## src/rtl/trap_ctrl.sv

```systemverilog
// Machine-mode trap controller: M-mode CSRs, interrupt/exception/MRET classification
// of retiring instructions, and a registered fetch-redirect handshake.
module trap_ctrl #(
    parameter logic [31:0] MTVEC_RESET = 32'h0000_0000
) (
    input  logic        clk,
    input  logic        rst_n,
    input  logic        irq_msi,
    input  logic        irq_mti,
    input  logic        irq_mei,
    input  logic        commit_valid,
    output logic        commit_ready,
    input  logic        commit_exc,
    input  logic        commit_mret,
    input  logic [31:0] commit_pc,
    input  logic [4:0]  commit_cause,
    input  logic [31:0] commit_tval,
    output logic        redir_valid,
    input  logic        redir_ready,
    output logic [31:0] redir_pc,
    input  logic        csr_valid,
    input  logic        csr_we,
    output logic        csr_ready,
    input  logic [11:0] csr_addr,
    input  logic [31:0] csr_wdata,
    output logic [31:0] csr_rdata,
    output logic        csr_hit
);
    typedef enum logic {IDLE, REDIRECT} state_t;

    localparam logic [11:0] A_MSTATUS = 12'h300;
    localparam logic [11:0] A_MIE     = 12'h304;
    localparam logic [11:0] A_MTVEC   = 12'h305;
    localparam logic [11:0] A_MEPC    = 12'h341;
    localparam logic [11:0] A_MCAUSE  = 12'h342;
    localparam logic [11:0] A_MTVAL   = 12'h343;
    localparam logic [11:0] A_MIP     = 12'h344;

    state_t      state_q;
    logic        mstatus_mie_q;
    logic        mstatus_mpie_q;
    logic [31:0] mie_q;
    logic [31:0] mtvec_q;
    logic [31:0] mepc_q;
    logic [31:0] mcause_q;
    logic [31:0] mtval_q;
    logic [31:0] redir_pc_q;

    logic [31:0] mip;
    logic [31:0] mstatus_rd;
    logic [31:0] pending;
    logic        irq_take;
    logic [4:0]  irq_code;
    logic        accept;
    logic        take_trap;
    logic        take_mret;
    logic        csr_wr;
    logic [31:0] trap_cause;
    logic [31:0] trap_pc;

    assign mip        = {20'b0, irq_mei, 3'b0, irq_mti, 3'b0, irq_msi, 3'b0};
    assign mstatus_rd = {19'b0, 2'b11, 3'b0, mstatus_mpie_q, 3'b0, mstatus_mie_q, 3'b0};
    assign pending    = mip & mie_q & {32{mstatus_mie_q}};
    assign irq_take   = |pending;

    // Priority MEI > MSI > MTI.
    always_comb begin
        irq_code = 5'd7;
        if (pending[11])     irq_code = 5'd11;
        else if (pending[3]) irq_code = 5'd3;
    end

    assign commit_ready = (state_q == IDLE);
    assign accept       = commit_valid && commit_ready;
    assign take_trap    = accept && (irq_take || commit_exc);
    assign take_mret    = accept && !irq_take && !commit_exc && commit_mret;
    assign csr_ready    = (state_q == IDLE) && !(take_trap || take_mret);
    assign csr_wr       = csr_valid && csr_ready && csr_we;

    assign trap_cause = irq_take ? {1'b1, 26'b0, irq_code} : {1'b0, 26'b0, commit_cause};
    // Vectored mode offsets only interrupts; exceptions always land on the base.
    assign trap_pc = (mtvec_q[0] && irq_take)
                   ? ({mtvec_q[31:2], 2'b00} + {25'b0, irq_code, 2'b00})
                   : {mtvec_q[31:2], 2'b00};

    assign redir_valid = (state_q == REDIRECT);
    assign redir_pc    = redir_pc_q;

    always_comb begin
        csr_hit   = 1'b1;
        csr_rdata = 32'h0;
        case (csr_addr)
            A_MSTATUS: csr_rdata = mstatus_rd;
            A_MIE:     csr_rdata = mie_q;
            A_MTVEC:   csr_rdata = mtvec_q;
            A_MEPC:    csr_rdata = mepc_q;
            A_MCAUSE:  csr_rdata = mcause_q;
            A_MTVAL:   csr_rdata = mtval_q;
            A_MIP:     csr_rdata = mip;
            default:   csr_hit   = 1'b0;
        endcase
    end

    always_ff @(posedge clk or negedge rst_n) begin
        if (!rst_n) begin
            state_q        <= IDLE;
            mstatus_mie_q  <= 1'b0;
            mstatus_mpie_q <= 1'b0;
            mie_q          <= 32'h0;
            mtvec_q        <= MTVEC_RESET;
            mepc_q         <= 32'h0;
            mcause_q       <= 32'h0;
            mtval_q        <= 32'h0;
            redir_pc_q     <= 32'h0;
        end else begin
            case (state_q)
                IDLE: begin
                    if (take_trap) begin
                        mepc_q         <= commit_pc;
                        mcause_q       <= trap_cause;
                        mtval_q        <= irq_take ? 32'h0 : commit_tval;
                        mstatus_mpie_q <= mstatus_mie_q;
                        mstatus_mie_q  <= 1'b0;
                        redir_pc_q     <= trap_pc;
                        state_q        <= REDIRECT;
                    end else if (take_mret) begin
                        mstatus_mie_q  <= mstatus_mpie_q;
                        mstatus_mpie_q <= 1'b1;
                        redir_pc_q     <= mepc_q;
                        state_q        <= REDIRECT;
                    end else if (csr_wr) begin
                        case (csr_addr)
                            A_MSTATUS: begin
                                mstatus_mie_q  <= csr_wdata[3];
                                mstatus_mpie_q <= csr_wdata[7];
                            end
                            A_MIE:    mie_q    <= csr_wdata & 32'h0000_0888;
                            A_MTVEC:  mtvec_q  <= {csr_wdata[31:2], 1'b0, csr_wdata[0]};
                            A_MEPC:   mepc_q   <= {csr_wdata[31:2], 2'b00};
                            A_MCAUSE: mcause_q <= csr_wdata;
                            A_MTVAL:  mtval_q  <= csr_wdata;
                            default: ;
                        endcase
                    end
                end
                REDIRECT: begin
                    if (redir_ready) state_q <= IDLE;
                end
                default: state_q <= IDLE;
            endcase
        end
    end
endmodule

```

## config.mk

```make
export PLATFORM = sky130hd
export DESIGN_NAME = trap_ctrl
export DESIGN_NICKNAME = d
export VERILOG_FILES = /design/src/rtl/trap_ctrl.sv
export SDC_FILE = /design/constraint.sdc
export NUM_CORES = 1
export LEC_CHECK = 0
export CAP_MARGIN = 5
export CORE_MARGIN = 2
export CORE_UTILIZATION = 35
export DETAILED_ROUTE_END_ITERATION = 10
export GPL_TIMING_DRIVEN = 0
export PLACE_DENSITY_LB_ADDON = 0.3
export SLEW_MARGIN = 20
export SYNTH_ARGS = -nofsm -noshare
export SYNTH_HDL_FRONTEND = slang
export SYNTH_SLANG_ARGS = --single-unit
export TNS_END_PERCENT = 1
```

## constraint.sdc

```tcl
create_clock -name clk -period 5.6 [get_ports clk]
set_clock_uncertainty 0.05 [all_clocks]
set_input_delay 1.4 -clock clk [delete_from_list [all_inputs] [get_ports clk]]
set_output_delay 1.4 -clock clk [all_outputs]
set_load 0.005 [all_outputs]
```

==> results.py <==
metrics = {
    "critical_path": {
        "worstSetupStartpointType": "input pin",
        "critPathKind": "in -> out",
        "r2r-start": "mstatus_mie_q",
        "slowest_delay_ps": 560,
        "cp_data_required_time_ps": 4150,
        "endpoint_kind": "output port",
        "critPathMaxFanout": 10,
        "path_cells": "clkdlybuf4s50_1, or4b_4, nor4_4, buf_8, clkbuf_4, a222oi_1, nand2_1, clkdlybuf4s50_1",
        "arrival_ps": 4100,
        "path_delay_family": "buffers and inverters",
        "path_buf_inv": 4,
        "crit_start": "csr_addr[6]",
        "crit_slowest_cell": "or4b_4",
        "cp_common_cell": "clkdlybuf4s50_1",
    },
    "logic_synthesis": {
        "synth_nets": 1122,
        "synth-main-ff-cell": "dfrtp_1",
        "yosysTopAreaCell": "dfrtp_1",
        "avgSynthCellArea_sq_um": 8.80,
        "synth.distinct_cells": 54,
        "syn_inst": 995,
        "netlist_area_sq_um": 8760,
        "synth_edf_count": 0,
        "async_flop_share": 1.00,
        "seq_area_frac_synth": 0.471,
        "ys_top_cells_by_area": "dfrtp_1 47%, nand2_1 11%, mux2_2 4.5%",
        "yosysWarnings": 0,
        "ys_ff_latch": 165,
        "synth_top_cell_area_share": 0.471,
    },
    "global_routing": {
        "grt_max_degree": 63,
        "antenna_found_initial": 0,
        "grt-ovfl-total": 0,
        "grt_use_total": 0.274,
        "grt_pass1_wl_um": 53600,
        "grt_pass1_vias": 8830,
    },
    "power": {
        "sw_frac_of_total": 0.316,
        "ir_worst_vdd_uv": 206,
        "pwr-share-comb": 0.238,
        "cellLeakagePower_nw": 5.06,
        "p_sw_mw": 1.25,
        "internal_power_mw": 2.72,
        "total_power_mw": 3.97,
        "powerDensity_nw_per_um2": 333,
        "seq_power_share": 0.450,
        "clkPwrFrac": 0.312,
    },
    "timing": {
        "holdWs_ps": 439,
        "relSlewSlack": 0.246,
        "hold_violations": 0,
        "fin_crit_ps": 5550,
        "worstMarginPinSlew_ps": 1130,
        "rsz0062_at_grt": "no",
        "worst_slack_ps": 47.3,
        "tns_ps": 0,
        "setup_viol": 0,
        "clock.fmax_mhz": 180,
        "drv_slew": 0,
        "fin_crit_sh": 0.992,
    },
    "clocking": {
        "clkTransAtPathRegs_ps": 70,
        "cts.htree.levels": 4,
        "cts_sinks": 165,
        "insertion_delay_ps": 440,
        "cts_tree": "built",
        "cts_made_buffers": 17,
        "cts-root-buf": "clkbuf_16",
        "cts_buffer_depth": 2,
    },
    "min_path": {
        "min_from": "mtval_q[9]",
        "hold_class": "reg -> reg",
    },
    "cells_and_area": {
        "mostFrequentLayoutCell": "nand2_1",
        "fin_area_sq_um": 11900,
        "synthToLayoutAreaGrowth_pct": 35.9,
        "mostFrequentLayoutCells": "267 x nand2_1, 190 x clkdlybuf4s50_1, 165 x dfrtp_1",
        "diodes": 0,
        "nets": 1336,
        "drive_gt1_frac": 0.0876,
    },
    "detailed_routing": {
        "routed_wl_um": 36600,
        "drt_drc_violations_left": 0,
        "drt_iter0_markers": 1226,
        "viasPerCell": 5.90,
        "ant_nets": 0,
        "dr.pass1.iters": 7,
        "wl_per_cell_um": 23.7,
        "via_count": 9125,
    },
    "placement": {
        "place_area_sq_um": 11100,
        "hpwl_um": 25600,
        "io_buffers": 191,
        "place_ws_ps": -1300,
        "gp_congestion": 0.932,
    },
    "job": {
        "max_cap_violations": 0,
    },
    "floorplan": {
        "die-area_sq_um": 26300,
        "die_w_um": 162,
        "start_util": 0.358,
        "coreArea_sq_um": 24500,
        "ios": 192,
        "die_h_um": 162,
        "num_rows": 57,
    },
    "run_status": {
        "status": "completed",
    },
}
## cells by family (layout without fill, tap and decap cells)
group	after synthesis	after routing	synth area share
simple gates	429	429	0.219
compound gates	244	244	0.187
mux	47	47	0.0587
xor+xnor	21	21	0.0210
flops	165	165	0.471
buf+inv	86	313	0.0384
fa+ha+maj	3	3	0.00429
## metrics by stage
stage | utilization | std cells
after global placement | 0.453 | 1510
after floorplan | - | 995
after global routing | 0.487 | 1546
final | 0.487 | 1546
after detailed placement | 0.455 | 1512
after CTS | 0.485 | 1545
## routing by layer
layer	GRT usage	routed length, um	vias to the layer above
li1	-	-	4011
met1	0.382	15300	4492
met2	0.424	16600	555
met3	0.0590	3660	67
met4	0.0941	985	0
met5	0	0	-
## path summary, 6_finish.rpt
check	endpoint	slack [ps]	cells after the start
max	csr_rdata[5]	50	8
min	mtval_q[9]	440	2
max reg2reg	redir_pc[20]	2070	8
min reg2reg	mtval_q[9]	440	2
max in group asynchronous	mepc_q[3]	3980	2
min in group asynchronous	mtval_q[22]	810	1
## layout make-up
cell class	instances	area (sq um)
tap	324	405
buffer	70	352
sequential	165	4130
multi-input combinational	744	4360
timing repair buffer	198	2010
inverter	13	48.8
clock inverter	11	148
clock buffer	21	450
fill	2336	12600
## synth_stat cells (12+ instances only)
cell type / instances
o21ai_0: 44
mux2_2: 35
xor2_1: 16
nor2_1: 50
a21oi_1: 57
dfrtp_1: 165
a222oi_1: 29
a22oi_1: 34
nand3_1: 22
inv_1: 13
nand2_1: 267
a31oi_1: 40
and3_1: 23
nand4_1: 15
mux2i_1: 12
clkbuf_1: 57
## flip-flops by register name (all words and copies together), names as in the netlist
| signal | count |
|---|---|
| mstatus_mie_q | 1 |
| mepc_q | 32 |
| redir_valid | 1 |
| mcause_q | 32 |
| redir_pc | 32 |
| mie_q | 3 |
| mtval_q | 32 |
| mtvec_q | 31 |
| mstatus_mpie_q | 1 |
## worst min-delay path, delay by kind of cell, from the launching register on
kind             cells  cell delay [ps]
flip-flops           1              340
AO/OA/AOI/OAI        1               60
AND/OR/NAND/NOR      1               40
## timing repair
action,4_1_cts,5_1_grt
endpoints found under the hold margin,0,0
setup buffers,3,2
setup endpoints to repair,30,30
pin swaps,4,1
hold buffers,0,0
resized for setup,34,6
## power groups by stage
stage / Combinational, mW / Clock [mW] / Sequential (mW)
after floorplan: 0.439 / 0 / 1.69
after global placement: 0.900 / 0 / 1.79
after detailed placement: 0.933 / 0 / 1.79
after CTS: 0.940 / 1.23 / 1.78
after global routing: 1.04 / 1.28 / 1.81
final: 0.945 / 1.24 / 1.79
Power figures use the tool's default switching activity.
